===== config.mk =====
export PLATFORM = sky130hd
export DESIGN_NAME = mem_arb_flat
export DESIGN_NICKNAME = d
export VERILOG_FILES = /design/src/rtl/mem_arb_if.sv /design/src/rtl/mem_arb.sv /design/src/flat_wrapper.sv
export SDC_FILE = /design/constraint.sdc
export NUM_CORES = 1
export LEC_CHECK = 0
export CORE_ASPECT_RATIO = 1.25
export CORE_MARGIN = 4
export CORE_UTILIZATION = 44
export DETAILED_ROUTE_END_ITERATION = 10
export GPL_ROUTABILITY_DRIVEN = 0
export GPL_TIMING_DRIVEN = 0
export PLACE_DENSITY = 0.88
export RECOVER_POWER = 50
export SLEW_MARGIN = 20
export SYNTH_ARGS = -nofsm -noshare
export SYNTH_HDL_FRONTEND = slang
export SYNTH_SLANG_ARGS = --single-unit

===== constraint.sdc =====
create_clock -name i_clk -period 5.5 [get_ports i_clk]
set_input_delay 1.1 -clock i_clk [delete_from_list [all_inputs] [get_ports i_clk]]
set_output_delay 1.1 -clock i_clk [all_outputs]
set_load 0.01 [all_outputs]

===== src/rtl/mem_arb_if.sv =====
// Bundle of requester (IFU/LSU) and memory-side signals for the memory arbiter.
// master is the arbiter's view; slave is the view of the surrounding core/memory.
interface mem_arb_if #(
  parameter int CPU_WIDTH = 32
);
  logic                 i_ifu_req;
  logic [CPU_WIDTH-1:0] i_ifu_addr;
  logic                 o_ifu_gnt;
  logic                 o_ifu_rvalid;
  logic [CPU_WIDTH-1:0] o_ifu_rdata;

  logic                 i_lsu_req;
  logic                 i_lsu_we;
  logic [CPU_WIDTH-1:0] i_lsu_addr;
  logic [CPU_WIDTH-1:0] i_lsu_wdata;
  logic [3:0]           i_lsu_wmask;
  logic                 o_lsu_gnt;
  logic                 o_lsu_rvalid;
  logic [CPU_WIDTH-1:0] o_lsu_rdata;

  logic                 o_mem_req;
  logic                 o_mem_we;
  logic [CPU_WIDTH-1:0] o_mem_addr;
  logic [CPU_WIDTH-1:0] o_mem_wdata;
  logic [3:0]           o_mem_wmask;
  logic                 i_mem_gnt;
  logic                 i_mem_rvalid;
  logic [CPU_WIDTH-1:0] i_mem_rdata;

  logic                 o_err;

  modport master (
    input  i_ifu_req, i_ifu_addr,
    output o_ifu_gnt, o_ifu_rvalid, o_ifu_rdata,
    input  i_lsu_req, i_lsu_we, i_lsu_addr, i_lsu_wdata, i_lsu_wmask,
    output o_lsu_gnt, o_lsu_rvalid, o_lsu_rdata,
    output o_mem_req, o_mem_we, o_mem_addr, o_mem_wdata, o_mem_wmask,
    input  i_mem_gnt, i_mem_rvalid, i_mem_rdata,
    output o_err
  );

  modport slave (
    output i_ifu_req, i_ifu_addr,
    input  o_ifu_gnt, o_ifu_rvalid, o_ifu_rdata,
    output i_lsu_req, i_lsu_we, i_lsu_addr, i_lsu_wdata, i_lsu_wmask,
    input  o_lsu_gnt, o_lsu_rvalid, o_lsu_rdata,
    input  o_mem_req, o_mem_we, o_mem_addr, o_mem_wdata, o_mem_wmask,
    output i_mem_gnt, i_mem_rvalid, i_mem_rdata,
    input  o_err
  );
endinterface


===== src/rtl/mem_arb.sv =====
// Single-outstanding memory port arbiter between IFU and LSU with an IFU
// starvation guard and a WAIT-state response timeout.
module mem_arb #(
  parameter int CPU_WIDTH  = 32,
  parameter int STARVE_MAX = 4,
  parameter int TIMEOUT    = 255
) (
  input  logic      i_clk,
  input  logic      i_rst,
  mem_arb_if.master bus
);
  localparam int SW = $clog2(STARVE_MAX + 1);
  localparam int TW = $clog2(TIMEOUT + 1);
  localparam logic [SW-1:0] STARVE_LIM = SW'(STARVE_MAX);
  localparam logic [TW-1:0] TMO_LAST   = TW'(TIMEOUT - 1);

  typedef enum logic [1:0] {IDLE, REQ, WAIT} state_t;

  state_t               state, state_nxt;
  logic                 owner_lsu;
  logic [SW-1:0]        starve_cnt;
  logic [TW-1:0]        tmo_cnt;
  logic                 we_q;
  logic [CPU_WIDTH-1:0] addr_q, wdata_q;
  logic [3:0]           wmask_q;
  logic                 ifu_rvalid_q, lsu_rvalid_q, err_q;
  logic [CPU_WIDTH-1:0] ifu_rdata_q, lsu_rdata_q;
  logic                 ifu_win, lsu_win, tmo_hit;

  always_comb begin
    state_nxt = state;
    ifu_win   = 1'b0;
    lsu_win   = 1'b0;
    tmo_hit   = (tmo_cnt == TMO_LAST);
    unique case (state)
      IDLE: begin
        // LSU takes ties unless the IFU has been passed over STARVE_MAX times
        lsu_win = bus.i_lsu_req && !(bus.i_ifu_req && starve_cnt == STARVE_LIM);
        ifu_win = bus.i_ifu_req && !lsu_win;
        if (lsu_win || ifu_win) state_nxt = REQ;
      end
      REQ:  if (bus.i_mem_gnt) state_nxt = WAIT;
      WAIT: if (bus.i_mem_rvalid || tmo_hit) state_nxt = IDLE;
      default: state_nxt = IDLE;
    endcase
  end

  always_ff @(posedge i_clk or posedge i_rst) begin
    if (i_rst) state <= IDLE;
    else       state <= state_nxt;
  end

  always_ff @(posedge i_clk or posedge i_rst) begin
    if (i_rst) begin
      owner_lsu    <= 1'b0;
      starve_cnt   <= '0;
      tmo_cnt      <= '0;
      we_q         <= 1'b0;
      addr_q       <= '0;
      wdata_q      <= '0;
      wmask_q      <= '0;
      ifu_rvalid_q <= 1'b0;
      lsu_rvalid_q <= 1'b0;
      err_q        <= 1'b0;
      ifu_rdata_q  <= '0;
      lsu_rdata_q  <= '0;
    end else begin
      ifu_rvalid_q <= 1'b0;
      lsu_rvalid_q <= 1'b0;
      err_q        <= 1'b0;
      unique case (state)
        IDLE: begin
          if (lsu_win) begin
            owner_lsu <= 1'b1;
            we_q      <= bus.i_lsu_we;
            addr_q    <= bus.i_lsu_addr;
            wdata_q   <= bus.i_lsu_wdata;
            wmask_q   <= bus.i_lsu_wmask;
            if (bus.i_ifu_req && starve_cnt != STARVE_LIM)
              starve_cnt <= starve_cnt + 1'b1;
          end else if (ifu_win) begin
            owner_lsu  <= 1'b0;
            we_q       <= 1'b0;
            addr_q     <= bus.i_ifu_addr;
            wdata_q    <= '0;
            wmask_q    <= '0;
            starve_cnt <= '0;
          end
        end
        REQ: if (bus.i_mem_gnt) tmo_cnt <= '0;
        WAIT: begin
          if (bus.i_mem_rvalid) begin
            if (owner_lsu) begin
              lsu_rvalid_q <= 1'b1;
              lsu_rdata_q  <= we_q ? '0 : bus.i_mem_rdata;
            end else begin
              ifu_rvalid_q <= 1'b1;
              ifu_rdata_q  <= bus.i_mem_rdata;
            end
          end else begin
            tmo_cnt <= tmo_cnt + 1'b1;
            if (tmo_hit) begin
              err_q <= 1'b1;
              if (owner_lsu) begin
                lsu_rvalid_q <= 1'b1;
                lsu_rdata_q  <= '0;
              end else begin
                ifu_rvalid_q <= 1'b1;
                ifu_rdata_q  <= '0;
              end
            end
          end
        end
        default: ;
      endcase
    end
  end

  // Grants are combinational so a new owner can be accepted in the rvalid cycle
  assign bus.o_ifu_gnt    = ifu_win & ~i_rst;
  assign bus.o_lsu_gnt    = lsu_win & ~i_rst;
  assign bus.o_ifu_rvalid = ifu_rvalid_q;
  assign bus.o_ifu_rdata  = ifu_rdata_q;
  assign bus.o_lsu_rvalid = lsu_rvalid_q;
  assign bus.o_lsu_rdata  = lsu_rdata_q;
  assign bus.o_mem_req    = (state == REQ);
  assign bus.o_mem_we     = we_q;
  assign bus.o_mem_addr   = addr_q;
  assign bus.o_mem_wdata  = wdata_q;
  assign bus.o_mem_wmask  = wmask_q;
  assign bus.o_err        = err_q;
endmodule


===== src/flat_wrapper.sv =====
// flat-port wrapper written by rule: the top's interface ports become plain ports
module mem_arb_flat 
#(
  parameter int CPU_WIDTH  = 32,
  parameter int STARVE_MAX = 4,
  parameter int TIMEOUT    = 255
)
  (i_clk, i_rst, bus_i_ifu_req, bus_i_ifu_addr, bus_o_ifu_gnt, bus_o_ifu_rvalid, bus_o_ifu_rdata, bus_i_lsu_req, bus_i_lsu_we, bus_i_lsu_addr, bus_i_lsu_wdata, bus_i_lsu_wmask, bus_o_lsu_gnt, bus_o_lsu_rvalid, bus_o_lsu_rdata, bus_o_mem_req, bus_o_mem_we, bus_o_mem_addr, bus_o_mem_wdata, bus_o_mem_wmask, bus_i_mem_gnt, bus_i_mem_rvalid, bus_i_mem_rdata, bus_o_err);
  mem_arb_if #(.CPU_WIDTH(CPU_WIDTH)) bus_i ();
  input  logic i_clk;
  input  logic i_rst;
  input wire logic [$bits(bus_i.i_ifu_req)-1:0] bus_i_ifu_req;
  input wire logic [$bits(bus_i.i_ifu_addr)-1:0] bus_i_ifu_addr;
  output wire logic [$bits(bus_i.o_ifu_gnt)-1:0] bus_o_ifu_gnt;
  output wire logic [$bits(bus_i.o_ifu_rvalid)-1:0] bus_o_ifu_rvalid;
  output wire logic [$bits(bus_i.o_ifu_rdata)-1:0] bus_o_ifu_rdata;
  input wire logic [$bits(bus_i.i_lsu_req)-1:0] bus_i_lsu_req;
  input wire logic [$bits(bus_i.i_lsu_we)-1:0] bus_i_lsu_we;
  input wire logic [$bits(bus_i.i_lsu_addr)-1:0] bus_i_lsu_addr;
  input wire logic [$bits(bus_i.i_lsu_wdata)-1:0] bus_i_lsu_wdata;
  input wire logic [$bits(bus_i.i_lsu_wmask)-1:0] bus_i_lsu_wmask;
  output wire logic [$bits(bus_i.o_lsu_gnt)-1:0] bus_o_lsu_gnt;
  output wire logic [$bits(bus_i.o_lsu_rvalid)-1:0] bus_o_lsu_rvalid;
  output wire logic [$bits(bus_i.o_lsu_rdata)-1:0] bus_o_lsu_rdata;
  output wire logic [$bits(bus_i.o_mem_req)-1:0] bus_o_mem_req;
  output wire logic [$bits(bus_i.o_mem_we)-1:0] bus_o_mem_we;
  output wire logic [$bits(bus_i.o_mem_addr)-1:0] bus_o_mem_addr;
  output wire logic [$bits(bus_i.o_mem_wdata)-1:0] bus_o_mem_wdata;
  output wire logic [$bits(bus_i.o_mem_wmask)-1:0] bus_o_mem_wmask;
  input wire logic [$bits(bus_i.i_mem_gnt)-1:0] bus_i_mem_gnt;
  input wire logic [$bits(bus_i.i_mem_rvalid)-1:0] bus_i_mem_rvalid;
  input wire logic [$bits(bus_i.i_mem_rdata)-1:0] bus_i_mem_rdata;
  output wire logic [$bits(bus_i.o_err)-1:0] bus_o_err;
  assign bus_i.i_ifu_req = bus_i_ifu_req;
  assign bus_i.i_ifu_addr = bus_i_ifu_addr;
  assign bus_o_ifu_gnt = bus_i.o_ifu_gnt;
  assign bus_o_ifu_rvalid = bus_i.o_ifu_rvalid;
  assign bus_o_ifu_rdata = bus_i.o_ifu_rdata;
  assign bus_i.i_lsu_req = bus_i_lsu_req;
  assign bus_i.i_lsu_we = bus_i_lsu_we;
  assign bus_i.i_lsu_addr = bus_i_lsu_addr;
  assign bus_i.i_lsu_wdata = bus_i_lsu_wdata;
  assign bus_i.i_lsu_wmask = bus_i_lsu_wmask;
  assign bus_o_lsu_gnt = bus_i.o_lsu_gnt;
  assign bus_o_lsu_rvalid = bus_i.o_lsu_rvalid;
  assign bus_o_lsu_rdata = bus_i.o_lsu_rdata;
  assign bus_o_mem_req = bus_i.o_mem_req;
  assign bus_o_mem_we = bus_i.o_mem_we;
  assign bus_o_mem_addr = bus_i.o_mem_addr;
  assign bus_o_mem_wdata = bus_i.o_mem_wdata;
  assign bus_o_mem_wmask = bus_i.o_mem_wmask;
  assign bus_i.i_mem_gnt = bus_i_mem_gnt;
  assign bus_i.i_mem_rvalid = bus_i_mem_rvalid;
  assign bus_i.i_mem_rdata = bus_i_mem_rdata;
  assign bus_o_err = bus_i.o_err;
  mem_arb #(.CPU_WIDTH(CPU_WIDTH), .STARVE_MAX(STARVE_MAX), .TIMEOUT(TIMEOUT)) u_core (.i_clk(i_clk), .i_rst(i_rst), .bus(bus_i));
endmodule

==> results of run 1 <==
per-stage QoR:
step | setup TNS, ns | area (sq um)
CTS | 0 | 10700
finish | 0 | 10700
global placement | -286.92 | 10000
detailed placement | 0 | 10100
floorplan | 0 | 7010
global route | 0 | 10700
placed cells by master (no fill, tap or decap), types with 2 or more instances in the layout:
cell,count
or3_1,3
clkdlybuf4s50_1,274
nand2b_1,34
inv_6,2
clkbuf_8,2
ha_1,4
and2_1,2
clkinv_4,4
o211ai_1,32
a311o_1,32
clkbuf_1,53
o21a_1,32
nand4_1,4
and4_1,32
nand2_1,6
nor2_1,7
clkinvlp_4,2
nor3_1,2
a21oi_1,4
nand3_1,6
inv_1,70
clkbuf_16,17
o21ai_0,43
buf_2,11
a22o_1,37
bufinv_16,3
dfrtp_1,150
or3b_1,2
dlygate4sd3_1,2
a22oi_1,32
nand4b_1,32
worst max-delay path, stage by stage:
cell	delay, ns
dlygate4sd3_1	0.65
nand3_1	0.32
nand3_1	0.33
clkbuf_1	0.43
nor2_1	0.07
clkdlybuf4s50_1	0.49
routing by layer:
| layer | GRT usage [%] | up-vias | share of wire [%] |
|---|---|---|---|
| met1 | 28.9 | 3179 | 39 |
| met3 | 7.36 | 28 | 8.2 |
| li1 | - | 3003 | - |
| met2 | 42.7 | 273 | 51 |
| met4 | 8.84 | 0 | 2.1 |
| met5 | 0 | - | 0 |
power by group:
group	internal (mW)	switching (mW)	leakage, nW
registers	1.51	0.279	1.67
clock network	0.747	0.490	0.299
logic	1.32	1.10	2.78
final cells by class:
class	count	share of cell area, %
flip-flops and latches	150	35.1
well taps	212	2.48
plain buffers	63	2.34
clock inverters	12	1.58
repair buffers	277	26.1
inverters	70	2.46
multi-input cells	364	25.6
diodes	1	0.0234
clock buffers	20	4.28
sequential cells by signal, indices dropped and copies added (netlist names):
register                 flops
u_core.bus.o_mem_we          1
u_core.state                 2
u_core.bus.o_ifu_rdata      32
u_core.bus.o_lsu_rvalid      1
u_core.bus.o_lsu_rdata      32
u_core.tmo_cnt               8
u_core.starve_cnt            3
u_core.bus.o_err             1
u_core.bus.o_ifu_rvalid      1
u_core.bus.o_mem_wmask       4
u_core.owner_lsu             1
u_core.bus.o_mem_wdata      32
u_core.bus.o_mem_addr       32
cells by family (layout without fill, tap and decap cells):
family	Yosys count	in the layout	share of synthesized area [%]
and+or+nand+nor	140	140	14.5
other	0	1	0
buffers and inverters	133	442	7.46
muxes	1	1	0.143
AOI/OAI and AO/OA	218	218	23.5
adders and majority gates	4	4	0.714
xor gates and xnor gates	1	1	0.125
DFF	150	150	53.6
final timing paths:
path / endpoint / start / slack [ns] / cells after the start
max: bus_o_lsu_gnt / bus_i_ifu_req / 1.0 / 6
min reg2reg: u_core.starve_cnt[2]$_DFFE_PP0P_ / u_core.starve_cnt[2]$_DFFE_PP0P_ / 0.48 / 1
min in group asynchronous: u_core.bus.o_mem_addr[6]$_DFFE_PP0P_ / i_rst / 2.30 / 2
max in group asynchronous: u_core.bus.o_mem_wdata[15]$_DFFE_PP0P_ / i_rst / 1.46 / 2
max reg2reg: u_core.bus.o_mem_wdata[1]$_DFFE_PP0P_ / u_core.state[1]$_DFFE_PP0P_ / 3.34 / 6
min: u_core.starve_cnt[2]$_DFFE_PP0P_ / u_core.starve_cnt[2]$_DFFE_PP0P_ / 0.48 / 1
==> results.md, run 1 <==
- Resize count post-CTS: 0
- Final min period: ~4.5 ns
- Worst slew pin tran: between 3 and 4 ns
- FFs w/ async S/R, synth: 100%
- Crit-path max FO: 10
- Global Route Usage Sum: roughly a quarter
- Final count of hold timing violations: 0
- Synth-to-layout area growth: 52.4%
- Number of global-route vias before repair: 6623
- Max Cap Viol: 1
- Multi-input gate area: 2730 sq um
- Worst hold slack: 0.483 ns
- Hold Crit Class: reg2reg
- Die H: 149 um
- Core ar.: 15600 sq um
- Max Clk Rate: 222 MHz
- Mapped Cells: 647
- CP endpoint kind: primary output
- EDFF count, synth: 0
- Yosys reg bits: 150
- Clk Latency, worst-skew pair: about 0.42 ns
- Leakage: 4.75 nW
- Iteration-0 DRC Markers: roughly 490
- GR Overflow Total: 0
- Yosys cell types: 42
- Mean number of vias per cell: 5.55
- Critical Path RT: between 4 and 5 ns
- Critical path type: in2out
- Non-filler cells, final: 1169
- Setup violators final: 0
- Most used standard cell by instance count after synthesis: dfrtp_1
- Row Count: 51
- Final worst setup slack: 0.996 ns
- TritonCTS clock tree: yes
- Placed instance count: 1136
- Final net count: about 1100
- Syn_area_per_cell: 10.8 sq um
- Final setup skew: around 0.008 ns
- Ys Warns: 0
- Area occupied by registers: 3750 sq um
- Post-Synthesis Cell Area: 7010 sq um
- RSZ-0062 raised after global routing: false
- Routed Antenna Nets: 0
- CTS root buf: clkbuf_16
- Period utilization: 81.9%
- Die area: 18000 sq um
- Synth top area share: 53.6%
- Initial antenna violation count: 1
- First-pass GRT wire length: around 35 mm
- Max Slew Vio Count: 76
- Inserted Clock Buffers: 17
- Synth top cells by count: dfrtp_1, inv_1, clkbuf_1, o21ai_0, a22o_1
- Arrival time worst endpoint: 3.40 ns
- Post-CTS setup buffer count: 0
- Post-layout util: approximately 68%
- Synth area leaders: dfrtp_1, a22o_1, a311o_1
- H-tree Lvls: 4
- Top FF cell, synth: dfrtp_1
- Power Density: between 500 and 600 nW/um^2
- DP Wirelength: 16.3 mm
- Syn_nets: 790
- Overall Power: about 5.4 mW
- Die width: 121 um
- DR pass1 iterations: 5
- Clock slew at reported path FFs: ~0.060 ns
- # hold bufs at CTS: 0
- Clk sinks: 150
- DRC viols: 0
- Seq/Total Area, Yosys: ~54%
- Max_slew headroom: -104%
- FILL cells: 1196
- Initial Utilization: 44.8%
- Pin count of the biggest net entering global routing: between 70 and 80
- Violated checks: max-capacitance violations, max-slew violations
- WL final: 22.2 mm
- Status: complete, but fails checks
- WL per Instance: 19.0 um
- Via Count: ~6500
- Synth area leader: dfrtp_1
- Setup WS pre-CTS: approximately 1.1 ns
- Fraction of final layout cells sized beyond drive strength 1: 4.81%
- Ports: 278
- Critical path launch point type: input pin
- Max VDD drop: 0.294 mV
- Port Buf Inserts: between 200 and 300
- Clock Tree Buf Depth: 2
Power figures use the tool's default switching activity.
==> inputs of run 2 (changes only) <==
CORE_UTILIZATION = 40   (was 44)
PLACE_DENSITY = 0.85   (was 0.88)
clock period = 4 ns   (was 5.5 ns; I/O delays follow)
==> run 2 against run 1 <==
Net effect:
- sequential share of layout area about the same
- largest cell class unchanged
- combinational power rose by 38%
- the flow still finishes with violations (max-capacitance violations, max-slew violations)
- setup slack got worse by 0.82 ns
- critical path depth decreased by 1
- wire length up 3.3%
- final area is 0.12% lower
- non-clock buffer count is 4 higher
- count of clock-buffer cells in the layout rose by 1
==> results.md, run 2 (synthesis results as in run 1) <==
- Most common cell after layout, fill and taps aside: clkdlybuf4s50_1
- Max Clk Rate: 261 MHz
- DP Wirelength: 17.1 mm (+5.2%)
- Pin count of the biggest net entering global routing: 35 (-55%)
- DR pass1 iterations: 5 (unchanged)
- Final count of hold timing violations: 0 (unchanged)
- CTS root buf: clkbuf_16
- Via Count: 6504 (+0.32%)
- Die width: 126 um (+4.6%)
- Final net count: 1090 (+0.37%)
- Crit-path cells: clkdlybuf4s50_1 > nand3_1 > clkbuf_1 > a211oi_1 > clkdlybuf4s50_1
- Crit-path max FO: 10 (unchanged)
- TritonCTS clock tree: yes
- Sequential power share: 33.2% (+0.4 points)
- Comb pwr share: 45.1% (+0.6 points)
- Max VDD drop: 0.402 mV (+37%)
- WL per Instance: 19.4 um (+2.3%)
- P_int: 4.86 mW (+36%)
- Critical Path RT: 3.20 ns (-1.20 ns)
- Finished Cell Area: 10700 sq um (-0.12%)
- Clk sinks: 150 (unchanged)
- Ports: 278 (unchanged)
- Worst slew pin tran: 1.82 ns (-1.24 ns)
- Placed instance count: 1148 (+1.1%)
- Clk Latency, worst-skew pair: 0.42 ns (about the same)
- Most frequent cells in the layout: clkdlybuf4s50_1, dfrtp_1, inv_1
- Max Slew Vio Count: 35 (-54%)
- CP max stage delay: 0.63 ns (-0.02 ns)
- Fraction of final layout cells sized beyond drive strength 1: 5.21% (+0.40 points)
- Port Buf Inserts: 276 (unchanged)
- RSZ-0062 raised after global routing: false
- Critical path type: in2out
- Mean number of vias per cell: 5.51 (-0.61%)
- Clock slew at reported path FFs: 0.06 ns (about the same)
- ANT cells: 0 (-1)
- Final worst setup slack: 0.173 ns (-0.823 ns)
- Period utilization: 95.7%
- Die area: 19700 sq um (+9.4%)
- First-pass GRT wire length: 36.3 mm (+3.3%)
- Die H: 156 um (+4.6%)
- CP endpoint kind: primary output
- Final min period: approximately 3.8 ns
- Critical path launch point type: input pin
- Row Count: 53 (+3.9%)
- # hold bufs at CTS: 0 (unchanged)
- Flop-to-flop setup slack: 1.85 ns (-1.49 ns)
- Routed Antenna Nets: 0 (unchanged)
- Crit-path slowest cell: clkdlybuf4s50_1
- Core ar.: 17000 sq um (+9.0%)
- Overall Power: 7.43 mW (+36%)
- Number of global-route vias before repair: 6777 (+2.3%)
- Setup violators final: 0 (unchanged)
- Most common cell on crit path: clkdlybuf4s50_1
- DRC viols: 0 (unchanged)
- Net Sw Frac: 34.6% (+0.28 points)
- Max Cap Viol: 1 (unchanged)
- Final setup skew: 0.0111 ns (+0.00292 ns)
- Inserted Clock Buffers: 17 (unchanged)
- Initial Utilization: 41.1% (-3.7 points)
- H-tree Lvls: 4 (unchanged)
- Max_slew headroom: -21.5% (+83 points)
- Iteration-0 DRC Markers: 466 (-4.3%)
- Arrival time worst endpoint: 3.03 ns (-0.37 ns)
- Initial antenna violation count: 0 (-1)
- Clock Tree Buf Depth: 2 (unchanged)
- Synth-to-layout area growth: 52.2%
- Violated checks: max-capacitance violations, max-slew violations
- Net Sw Power: 2.57 mW (+38%)
- Power Density: 696 nW/um^2 (+37%)
- Clock group share of total power: 21.6% (-1.1 points)
- Global Route Usage Sum: 23.0% (-1.6 points)
- WL final: 22.9 mm (+3.3%)
- Non-filler cells, final: 1180 (+0.94%)
- GR Overflow Total: 0 (unchanged)
- Hold Crit Class: reg2reg
- Family with the most delay on the worst path: buffers and inverters
- Leakage: 4.74 nW (-0.25%)
- Placed Instance Area: 10200 sq um (+0.93%)
- CP bufs+invs: 3 (unchanged)
- Setup WS pre-CTS: 0.0534 ns (-1.01 ns)
- Status: complete, but fails checks
-- run 2: cell count changes in the layout (fill, tap and decap cells not counted), sizes merged --
| cell | previous run | this run |
|---|---|---|
| clkbuf | 72 | 76 |
| clkinvlp | 2 | 5 |
| inv | 73 | 70 |
| buf | 12 | 13 |
| bufinv | 3 | 2 |
| clkdlybuf4s50 | 274 | 275 |
| diode | 1 | 0 |
| dlygate4sd3 | 2 | 1 |
-- run 2: stage by stage --
step / hold slack (ns) / TNS, ns / utilization [%]
floorplan: 0.451 / 0 / -
global placement: 0.474 / -14.71 / 59.0
detailed placement: 0.484 / 0 / 59.6
CTS: 0.501 / 0 / 63.1
global route: 0.509 / 0 / 62.6
finish: 0.499 / 0 / 62.6
-- run 2: worst paths after layout --
check | from | endpoint | cells after the start
min in group asynchronous | i_rst | u_core.bus.o_mem_addr[6]$_DFFE_PP0P_ | 2
min | u_core.bus.o_mem_wmask[1]$_DFFE_PP0P_ | u_core.bus.o_mem_wmask[1]$_DFFE_PP0P_ | 1
max in group asynchronous | i_rst | u_core.bus.o_lsu_rdata[7]$_DFFE_PP0P_ | 5
min reg2reg | u_core.bus.o_mem_wmask[1]$_DFFE_PP0P_ | u_core.bus.o_mem_wmask[1]$_DFFE_PP0P_ | 1
max reg2reg | u_core.state[1]$_DFFE_PP0P_ | u_core.bus.o_mem_wdata[7]$_DFFE_PP0P_ | 6
max | bus_i_ifu_req | bus_o_ifu_gnt | 5
-- run 2: final cells by class --
| cell class | count | area (sq um) |
|---|---|---|
| tap | 220 | 275 |
| buffer | 63 | 253 |
| fill | 1367 | 6370 |
| clock buffer | 21 | 470 |
| multi-input combinational | 364 | 2730 |
| clock inverter | 11 | 123 |
| sequential | 150 | 3750 |
| timing repair buffer | 281 | 2800 |
| inverter | 70 | 264 |
-- run 2: power by group through the flow --
stage	logic, mW	registers (mW)	clock network, mW
finish	3.35	2.47	1.61
global route	3.64	2.54	1.70
CTS	3.39	2.46	1.63
detailed placement	3.37	2.48	0
global placement	3.28	2.45	0
floorplan	1.46	2.65	0
-- run 2: per-layer routing --
metal  track usage (%)  vias to the layer above  share of wire, %
met1              26.7                     3173                38
met2              40.4                      288                52
met5                 0                        -                 0
met3              6.99                       43               7.5
li1                  -                     3000                 -
met4              8.23                        0               2.8
-- run 2: repair_timing --
item                                    4_1_cts  5_1_grt
endpoints found under the setup margin        0        1
hold endpoints to repair                      0        0
setup buffers                                 0        0
gates resized for setup                       0        2
==> inputs of run 3 (changes only) <==
CORE_UTILIZATION = 32   (was 40)
PLACE_DENSITY = 0.71   (was 0.85)
==> run 3 against run 2 <==
Net effect:
- the flow still finishes with violations (max-capacitance violations, max-slew violations)
- count of clock-buffer cells in the layout fell by 4
- die area rose by 23%
- final cell count rose by 5.0%
- non-clock buffer count did not move
- critical path depth rose by 1
- final area rose by 0.63%
- clock power rose by 4%
- register-to-register slack improved by 0.02 ns
- wire length fell by 0.55%
- core utilization fell by 13 points
- first-iteration DRC count fell by 37%
- global-route usage fell by 4.5 points
- critical path type unchanged
- critical endpoint is now bus_o_lsu_gnt
- largest power group unchanged
==> results.md, run 3 (synthesis results as in run 1) <==
- GRT met1 Usage: 22.9% (-3.8 points)
- Overall Power: 7.44 mW (+0.20%)
- Leakage: 4.74 nW (+0.19%)
- Number of global-route vias before repair: 6603 (-2.6%)
- Clock slew at reported path FFs: 0.06 ns (about the same)
- Arrival time worst endpoint: 3.00 ns (-0.03 ns)
- Max Clk Rate: 263 MHz (+0.58%)
- Family with the most delay on the worst path: buffers and inverters
- Worst slew pin tran: 1.77 ns (-0.0486 ns)
- R2R cell count: 6 (unchanged)
- Violated checks: max-capacitance violations, max-slew violations
- Placed Instance Area: 10200 sq um (+0.65%)
- Finished Cell Area: 10700 sq um (+0.63%)
- DR pass1 iterations: 4 (-1)
- DP Wirelength: 17.0 mm (-0.65%)
- WL per Instance: 18.4 um (-5.3%)
- Crit-path cells: dlygate4sd3_1 > nand3_1 > nand3_1 > clkbuf_2 > nor2_1 > clkdlybuf4s50_1
- Setup violators final: 0 (unchanged)
- Max VDD drop: 0.304 mV (-24%)
- Hold Crit Class: reg2reg
- Fraction of final layout cells sized beyond drive strength 1: 5.31% (+0.10 points)
- Die width: 140 um (+11%)
- Sequential power share: 32.9% (-0.3 points)
- Resize count post-CTS: 0 (unchanged)
- Iteration-0 DRC Markers: 294 (-37%)
- Die area: 24300 sq um (+23%)
- CP max stage delay: 0.62 ns (about the same)
- Most frequent cells in the layout: clkdlybuf4s50_1, dfrtp_1, inv_1
- Row Count: 60 (+13%)
- Most common cell on crit path: nand3_1
- Crit-path slowest cell: dlygate4sd3_1
- Reg2reg end: u_core.bus.o_mem_wdata[5]$_DFFE_PP0P_
- RSZ-0062 raised after global routing: false
- Critical path launch point type: input pin
- Clk Latency, worst-skew pair: 0.42 ns (about the same)
- Routed Antenna Nets: 0 (unchanged)
- Die H: 173 um (+11%)
- Net Sw Power: 2.61 mW (+1.5%)
- ANT cells: 0 (unchanged)
- H-tree Lvls: 4 (unchanged)
- Placed instance count: 1207 (+5.1%)
- Met3 usage: 5.24% (-1.7 points)
- Final min period: 3.80 ns (-0.0219 ns)
- Post-CTS setup buffer count: 0 (unchanged)
- CTS root buf: clkbuf_16
- First-pass GRT wire length: 36.7 mm (+1.1%)
- Critical Path RT: 3.20 ns (about the same)
- Mean number of vias per cell: 5.09 (-7.7%)
- Pin count of the biggest net entering global routing: 32 (-8.6%)
- Period utilization: 95.1% (-0.55 points)
- Most Used Layer, Global Route: met2
- CP bufs+invs: 3 (unchanged)
- Synth-to-layout area growth: 53.2%
- DRC viols: 0 (unchanged)
- TritonCTS clock tree: yes
- Met2 Usage GRT: 31.6% (-8.7 points)
- Max Cap Viol: 3 (+2)
- CP endpoint kind: primary output
- Global Route Usage Sum: 18.6% (-4.5 points)
- P_int: 4.83 mW (-0.51%)
- Most common cell after layout, fill and taps aside: clkdlybuf4s50_1
- Flop-to-flop setup slack: 1.87 ns (+0.02 ns)
- Clock Tree Buf Depth: 2 (unchanged)
- Final net count: 1090 (unchanged)
- Net Sw Frac: 35.0% (+0.46 points)
- Initial Utilization: 32.5% (-8.6 points)
- # hold bufs at CTS: 0 (unchanged)
- Max Slew Vio Count: 94 (+170%)
- Crit-path max FO: 10 (unchanged)
- Final count of hold timing violations: 0 (unchanged)
- Clock group share of total power: 22.5% (+0.9 points)
- Worst Hold End: u_core.starve_cnt[2]$_DFFE_PP0P_
- Ports: 278 (unchanged)
- Final setup skew: 0.0109 ns (-0.000216 ns)
- Fin Setup TNS: 0 ns (unchanged)
- Reg-to-Reg Start: u_core.state[1]$_DFFE_PP0P_
- Port Buf Inserts: 276 (unchanged)
- GR Overflow Total: 0 (unchanged)
- Inserted Clock Buffers: 17 (unchanged)
- Max_slew headroom: -18.2% (+3.2 points)
- Comb pwr share: 44.6% (-0.5 points)
- Hold path start: u_core.starve_cnt[2]$_DFFE_PP0P_
- Non-filler cells, final: 1239 (+5.0%)
- Core ar.: 21500 sq um (+26%)
- Status: complete, but fails checks
- Clk sinks: 150 (unchanged)
- Power Density: 693 nW/um^2 (-0.43%)
- Via Count: 6305 (-3.1%)
- Critical path type: in2out
- Hold Crit Depth: 1 (unchanged)
- WL final: 22.8 mm (-0.55%)
- Initial antenna violation count: 0 (unchanged)
-- run 3: power groups by stage --
stage	Combinational, mW	Clock, mW	Sequential [mW]
finish	3.32	1.67	2.45
global route	3.61	1.79	2.53
CTS	3.39	1.73	2.45
detailed placement	3.37	0	2.47
global placement	3.31	0	2.45
floorplan	1.46	0	2.65
-- run 3: area by class of cell --
class / count / area, sq um
multi-input cells: 364 / 2730
clock inverters: 15 / 176
repair buffers: 281 / 2780
inverters: 70 / 264
plain buffers: 63 / 253
well taps: 279 / 349
flip-flops and latches: 150 / 3750
clock buffers: 17 / 425
fillers: 2002 / 10800
-- run 3: per-layer routing --
metal / wire, um / vias up
met2: 11400 / 215
met3: 1560 / 28
met1: 9380 / 3059
li1: - / 3003
met4: 433 / 0
met5: 0 / -
-- run 3: stage by stage --
stage	hold WS (ns)	setup WS [ns]	util [%]
6_report	0.491	0.195	49.8
4_1_cts	0.494	0.117	50.3
3_3_place_gp	0.469	-0.144	47.0
3_5_place_dp	0.481	0.133	47.5
5_1_grt	0.509	0.0299	49.8
2_1_floorplan	0.451	1.31	-
-- run 3: worst max-delay path by stage --
stage,from,cells after the start,slack (ns),end
final,bus_i_ifu_req,6,0.20,bus_o_lsu_gnt
after global routing,bus_i_ifu_req,6,0.03,bus_o_lsu_gnt
after CTS,bus_i_lsu_req,6,0.12,bus_o_lsu_gnt
after detailed placement,bus_i_lsu_req,6,0.13,bus_o_lsu_gnt
after global placement,i_rst,2,-0.14,u_core.bus.o_lsu_rdata[14]$_DFFE_PP0P_
after floorplan,i_rst,1,1.31,u_core.bus.o_err$_DFF_PP0_
